$ cat src/rtl/if_prefetch_queue.sv
// if_prefetch_queue: instruction-fetch front end with a DEPTH-entry prefetch
// queue. Owns the fetch PC, issues one ROM read per cycle while the queue has
// credit, buffers {pc, inst} pairs and hands them to ID over valid/ready.
// A redirect from EX flushes buffered and in-flight wrong-path work.
//
// Optional feature macro: IF_PREFETCH_BYPASS_EN
//   defined   : an empty queue forwards the returning ROM word straight to ID
//               in the same cycle (adds a rom_data_i -> id_* combinational path)
//   undefined : ID is fed from storage only
module if_prefetch_queue #(
  parameter int unsigned            ADDR_WIDTH = 32,
  parameter int unsigned            INST_WIDTH = 32,
  parameter int unsigned            DEPTH      = 4,
  parameter logic [ADDR_WIDTH-1:0]  RESET_PC   = '0,
  parameter int unsigned            PC_STEP    = 4
) (
  input  logic                       clk,
  input  logic                       rst,
  output logic                       rom_ce_o,
  output logic [ADDR_WIDTH-1:0]      rom_addr_o,
  input  logic [INST_WIDTH-1:0]      rom_data_i,
  input  logic                       branch_i,
  input  logic [ADDR_WIDTH-1:0]      branch_addr_i,
  output logic                       id_valid_o,
  input  logic                       id_ready_i,
  output logic [ADDR_WIDTH-1:0]      id_pc_o,
  output logic [INST_WIDTH-1:0]      id_inst_o,
  output logic [$clog2(DEPTH):0]     count_o
);

  localparam int unsigned PW = $clog2(DEPTH);
  localparam int unsigned CW = PW + 1;

  typedef struct packed {
    logic [ADDR_WIDTH-1:0] pc;
    logic [INST_WIDTH-1:0] inst;
  } entry_t;

  logic [ADDR_WIDTH-1:0] fetch_pc_q, fetch_pc_d;
  logic                  inflight_q, inflight_d;
  logic [ADDR_WIDTH-1:0] inflight_pc_q, inflight_pc_d;
  entry_t                mem_q [DEPTH];
  entry_t                mem_d [DEPTH];
  logic [PW-1:0]         wr_ptr_q, wr_ptr_d;
  logic [PW-1:0]         rd_ptr_q, rd_ptr_d;
  logic [CW-1:0]         count_q, count_d;

  logic [CW:0]           occ;
  logic                  push_vld;
  logic                  byp;
  logic                  pop;
  logic                  wr;

  // Issue credit, ID presentation and handshake decode.
  always_comb begin
    // Credit counts the in-flight read; a pop in the same cycle is not credited,
    // so the queue can never overflow.
    occ        = (CW+1)'(count_q) + (CW+1)'(inflight_q);
    rom_ce_o   = !rst && (occ < (CW+1)'(DEPTH));
    rom_addr_o = fetch_pc_q;
    // A response is only worth keeping if no redirect is happening right now.
    push_vld   = inflight_q && !branch_i;
`ifdef IF_PREFETCH_BYPASS_EN
    byp        = push_vld && (count_q == '0);
`else
    byp        = 1'b0;
`endif
    id_valid_o = ((count_q != '0) || byp) && !branch_i;
    id_pc_o    = byp ? inflight_pc_q : mem_q[rd_ptr_q].pc;
    id_inst_o  = byp ? rom_data_i    : mem_q[rd_ptr_q].inst;
    // Storage pop only when the head came from storage.
    pop        = id_valid_o && id_ready_i && !byp;
    // A bypassed word consumed by ID is never written.
    wr         = push_vld && !(byp && id_ready_i);
    count_o    = count_q;
  end

  // Next-state: redirect wins over push, pop and the issue increment.
  always_comb begin
    fetch_pc_d    = fetch_pc_q;
    inflight_d    = inflight_q;
    inflight_pc_d = inflight_pc_q;
    wr_ptr_d      = wr_ptr_q;
    rd_ptr_d      = rd_ptr_q;
    count_d       = count_q;
    for (int i = 0; i < int'(DEPTH); i++) mem_d[i] = mem_q[i];

    if (branch_i) begin
      fetch_pc_d = branch_addr_i;
      inflight_d = 1'b0;
      wr_ptr_d   = '0;
      rd_ptr_d   = '0;
      count_d    = '0;
    end else begin
      inflight_d = rom_ce_o;
      if (rom_ce_o) begin
        inflight_pc_d = fetch_pc_q;
        fetch_pc_d    = fetch_pc_q + ADDR_WIDTH'(PC_STEP);
      end
      if (wr) mem_d[wr_ptr_q] = '{pc: inflight_pc_q, inst: rom_data_i};
      wr_ptr_d = wr_ptr_q + PW'(wr);
      rd_ptr_d = rd_ptr_q + PW'(pop);
      count_d  = count_q + CW'(wr) - CW'(pop);
    end
  end

  // State registers; reset clears everything including storage.
  always_ff @(posedge clk or posedge rst) begin
    if (rst) begin
      fetch_pc_q    <= RESET_PC;
      inflight_q    <= 1'b0;
      inflight_pc_q <= '0;
      wr_ptr_q      <= '0;
      rd_ptr_q      <= '0;
      count_q       <= '0;
      for (int i = 0; i < int'(DEPTH); i++) mem_q[i] <= '0;
    end else begin
      fetch_pc_q    <= fetch_pc_d;
      inflight_q    <= inflight_d;
      inflight_pc_q <= inflight_pc_d;
      wr_ptr_q      <= wr_ptr_d;
      rd_ptr_q      <= rd_ptr_d;
      count_q       <= count_d;
      for (int i = 0; i < int'(DEPTH); i++) mem_q[i] <= mem_d[i];
    end
  end

endmodule

$ cat config.mk
export PLATFORM = sky130hd
export DESIGN_NAME = if_prefetch_queue
export DESIGN_NICKNAME = d
export VERILOG_FILES = /design/src/rtl/if_prefetch_queue.sv
export SDC_FILE = /design/constraint.sdc
export NUM_CORES = 1
export LEC_CHECK = 0
export ABC_CLOCK_PERIOD_IN_PS = 11000
export BUFFER_PORTS_ARGS = -buffer_cell sky130_fd_sc_hd__buf_2
export CAP_MARGIN = 20
export CORE_MARGIN = 3
export CORE_UTILIZATION = 40
export DETAILED_ROUTE_END_ITERATION = 8
export HOLD_SLACK_MARGIN = 0.15
export PLACE_DENSITY = 0.55
export REMOVE_ABC_BUFFERS = 1
export SYNTH_ARGS = -nofsm -noshare
export SYNTH_HDL_FRONTEND = slang
export SYNTH_SLANG_ARGS = --single-unit
$ cat constraint.sdc
create_clock -name clk -period 11 [get_ports clk]
set_input_delay 0 -clock clk [delete_from_list [all_inputs] [get_ports clk]]
set_output_delay 0 -clock clk [all_outputs]
set_load 0.05 [all_outputs]
### Word level (Yosys, flattened, before mapping)

Index checks and enable logic that the tools add are counted.

* muxes and demuxes: 12
* order comparisons: 4
* add/sub/neg operators: 6
* reduce and logical (&&, ||, !) cells: 11
* bitwise gates (word level): 3

Operators by type and width (number)
* 256-bit bitwise mux: 1
* 64-bit 2-to-1 mux: 3
* 64-bit binary-select mux with 2-bit select: 1
* 64-bit demux with 2-bit select: 1
* 32-bit 2-to-1 mux: 2
* 32-bit by 3-bit adder with 32-bit output (second input constant): 1
* 3-bit greater-or-equal comparator (second input constant): 2
* 2-bit NOT with 3-bit output: 2
* 1-bit logical AND: 5
* 2-bit by 1-bit adder with 2-bit output: 2
* 3-bit by 1-bit adder with 4-bit output: 1
* 4-bit by 3-bit < comparator with 1-bit output (second input constant): 1
* 2-bit 2-to-1 mux: 2
* 2-bit AND reduction: 2
* 3-bit by 1-bit adder with 3-bit output: 1
* 3-bit by 1-bit < comparator with 1-bit output (second input constant): 1
* 3-bit 2-to-1 mux: 1
* 3-bit nonzero test: 1
* 3-bit by 1-bit subtractor with 3-bit output: 1
* 1-bit zero test: 2
* 2-bit nonzero test: 1
* 1-bit 2-to-1 mux: 1
* 1-bit NOT: 1

* bits of input ports: 68
* output and inout port bits: 101
* bits in registers: 328
* word-level logic and storage cells: 50

### Longest topological paths before layout

* word-level depth: 6
* gate-level depth with buffers: 12
* gate-level depth less buffers: 10

### Worst setup path after synthesis

No wires, ideal clock.

* kind: flip-flop to flip-flop
* start point: register count_q[1], in the netlist count_o[1]
* end point: register count_q[2], in the netlist count_o[2]
* library setup time: 132 ps
* clock period less this slack: 2868 ps
* path slack: 8132 ps
* required time: 10868 ps
* arrival: 2737 ps
* stages on the path, launching flop included: 11
* path buffers: 0
* path through: dfrtp_1 -> nor3_1 -> nor2_1 -> and2_1 -> ha_1 -> inv_1 -> ha_1 -> inv_1 -> fa_1 -> xnor2_1 -> nor2_1

* cells in the longest elaborated chain, start to end: 5
* elaborated cells between the ends (all ways): 6
* those cells by class: 2 x add/sub; 1 x mux; 3 x reduce/logical

RTL lines
* from (decl): RTL line 46 `logic [CW-1:0] count_q, count_d;`
* from (signal assigned): RTL line 123 `count_q <= count_d;`
* 3-bit nonzero test: RTL line 68 `id_valid_o = ((count_q != '0) || byp) && !branch_i;`
* 1-bit logical AND: RTL line 68
* named net id_valid_o: RTL line 24 `output logic id_valid_o,`
* 1-bit logical AND: RTL line 72 `pop = id_valid_o && id_ready_i && !byp;`
* 3-bit by 1-bit subtractor with 3-bit output: RTL line 103 `count_d = count_q + CW'(wr) - CW'(pop);`
* 3-bit 2-to-1 mux: RTL line 88 `if (branch_i) begin`
* named net count_d[2]: RTL line 46

The timed path passes the listed nets, and every way through them passes these cells.
A chain may end at the register's enable or synchronous reset.

### Worst setup path after layout

* start point: input port branch_i
* end point: register mem_q[114] (netlist name)

* cells in the longest elaborated chain, start to end: 3
* elaborated cells between the ends (all ways): 4
* those cells by class: 1 x bitwise; 3 x reduce/logical

RTL lines
* from (decl): RTL line 22 `input logic branch_i,`
* 1-bit zero test: RTL line 62 `push_vld = inflight_q && !branch_i;`
* 1-bit logical AND: RTL line 62
* 2-bit AND reduction (no line) *

Mark *: on every way between the ends. The rest lies on a longest branch, timed or not.

==> results by group <==
Outcome
  • Status: completed

Layout
  • Synth-to-Final Area Change: 23.4%
  • Commonest cells after routing, fill and taps aside: dfrtp_1, mux2_2, buf_2
  • Fin area: 0.0179 mm²
  • Fraction of layout cells with a size suffix above 1: 0.501
  • Ant diodes: 0
  • Final net count: approximately 1,300
  • Most common cell after layout, fill and taps aside: dfrtp_1
  • Post-layout utilization of the core: 0.502

Global routing
  • GR Util All Layers: 0.181
  • Largest net degree at the start of global routing: between 100 and 150
  • Remaining global-route overflow: 0
  • First-pass GRT wire length: roughly 55,000 µm
  • Antenna violations before repair: 0
  • Vias in the first global route: 9,332

Yosys
  • Post-synth EDFFs: 0
  • Top_reg_cell synth: dfrtp_1
  • Yosys cell types: 43
  • Post-synth top area share: 0.564
  • Register area share after synthesis: 0.564
  • #FFs+latches synth: between 300 and 400
  • Ys async rst share: 1.00
  • Average cell area after synthesis: ~15 µm²
  • Main area contributors after synthesis: dfrtp_1, mux2_2, mux4_2
  • Cell taking the most area after synthesis: dfrtp_1
  • Post-Syn Area: around 0.015 mm²
  • Synth Instances: between 900 and 1,000
  • Synth warn: 0

Pwr
  • Clk pwr share: 0.301
  • P_sw: about 1.5 mW
  • Sequential share of power: 0.389
  • P_int: roughly 2.7 mW
  • Pwr Density: roughly 230 mW/mm²
  • Sw frac: 0.352
  • Leakage: between 8 and 9 nW
  • Logic gate share of total power: 0.309
  • Worst VDD drop: 0.124 mV

CTS
  • Worst skew pair latency: ~500 ps
  • Clock transition at the registers of the reported paths: about 60 ps
  • Setup bufs post-CTS: 0
  • Clk buf depth: 3
  • CTS tree: built
  • Clock Root Buffer: clkbuf_16
  • Htree depth: 2
  • Clock sink total: ~330
  • CTS resizes: 0
  • CTS buffer count: 37

STA
  • Final WS setup: around 8000 ps
  • Worst slew pin tran: about 1100 ps
  • Relative slew slack: 0.261
  • Clk_skew: 12.1 ps
  • RSZ-0062 raised after global routing: false
  • Post-route setup TNS: 0 ps
  • Max-slew violations: 0
  • Final-report hold violation count: 0
  • Period utilisation layout: 0.283
  • Post-layout minimum cycle time: approximately 3100 ps
  • # setup viols final: 0
  • Max frequency: ~320 MHz

Route
  • Initial DRC Count: 400
  • DRC viols: 0
  • Post-DRT Antenna Nets: 0
  • Total number of vias: 8,825
  • DR pass1 iterations: 4
  • WL/cell: around 20 µm
  • Vias/cell: approximately 5.2
  • Final wirelength: about 34,000 µm

Setup path
  • Data required, critical path: 11,390 ps
  • Crit path launch type: primary input
  • CP Capture Type: register
  • Critical path arrival: 3500 ps
  • CP max FO: 62
  • CP Class: primary input to register
  • R2R setup slack: slightly above 8000 ps

Floorplan
  • Core Rows: 69
  • Chip width: roughly 200 µm
  • Ports: 169
  • Starting density of the core: 0.407
  • Die height: approximately 200 µm
  • Die area: ~0.039 mm²
  • Core footprint: approximately 0.036 mm²

Place
  • IO buf count: 168
  • Place WS: between 7000 and 8000 ps
  • HPWL after DPL: 20,500 µm
  • Gpl congestion: roughly 0.72
  • Placed standard-cell area: ~0.016 mm²

Job
  • Max cap viols: 0

Hold path
  • Worst Hold Class: primary input to register
-- per-layer routing --
layer	track usage	vias up	part of all wire
met4	0.0362	0	0.017
met5	0	-	0
li1	-	3990	-
met1	0.276	4607	0.49
met3	0.0311	40	0.049
met2	0.276	188	0.45
-- state kept, by name, summed over array words and instances, names as in the netlist --
signal	count
mem_q	256
inflight_pc_q	32
rom_addr_o	32
count_o	3
rd_ptr_q	2
wr_ptr_q	2
inflight_q	1
-- metrics by stage --
stage / power [mW] / cells / hold WS, ps
CTS: 4.27 / 1679 / 216
detailed placement: 2.96 / 1530 / 212
finish: 4.22 / 1681 / 246
global placement: 2.94 / 1530 / 206
global route: 4.43 / 1681 / 251
floorplan: 2.63 / 888 / 65.6
-- kinds of logic after synthesis --
kind of cell / synth area share
adders and majority gates: 0.00654
and+or+nand+nor: 0.0468
buffers and inverters: 0.0217
muxes: 0.331
xor gates and xnor gates: 0.0169
AOI/OAI and AO/OA: 0.0126
DFF: 0.564
-- cells in the mapped netlist, types with 2 or more instances --
cell      instances
buf_4             7
clkbuf_1         20
nand4_1           8
xnor2_1          20
dfrtp_1         328
nor4b_1           2
nand4b_1          2
mux2i_1           3
buf_1             3
mux4_2           64
nor3b_1           4
nor2b_1           7
nor2_1           15
o21ai_0          19
mux2_2          297
nor4_1           12
buf_2            27
xor2_1            8
ha_1              6
a211o_1           3
nand2_1          34
a21oi_1           3
nand3b_1          3
nor3_1            9
nand3_1          13
nor3_2            2
inv_1             7
and4_1            5
-- timing repair --
| item | 4_1_cts | 5_1_grt |
|---|---|---|
| hold endpoints to repair | 288 | 0 |
| hold buffers | 82 | 0 |
| endpoints found under the setup margin | 0 | 0 |
-- worst paths after layout --
kind | start | to | cells past startpoint
max | branch_i | mem_q[114] | 8
min | branch_addr_i[21] | rom_addr_o[21] | 4
max reg2reg | inflight_q | mem_q[114] | 5
min reg2reg | mem_q[10] | mem_q[10] | 1
max in group asynchronous | rst | mem_q[233] | 6
min in group asynchronous | rst | inflight_pc_q[8] | 3
-- worst max-delay path, stage by stage --
cell and delay, ps:
dlygate4sd3_1 530, buf_2 120, buf_4 310, nor2b_1 410, nand2_1 150, nor2_4 850
buf_4 660, mux2_2 400
-- final cells by class --
class,count,area [µm²]
multi-input cells,552,6050
fillers,3130,17800
clock buffers,57,1100
clock inverters,10,154
well taps,461,577
flip-flops and latches,328,8220
repair buffers,265,1810
inverters,8,37.5
-- power by group through the flow --
stage               Sequential, mW  Combinational (mW)  Clock [mW]
CTS                           1.64                1.32        1.31
global route                  1.68                1.38        1.36
global placement              1.66                1.28           0
floorplan                     1.66               0.964           0
finish                        1.64                1.30        1.27
detailed placement            1.66                1.29           0
No activity file was read; power rests on OpenSTA's default activity.
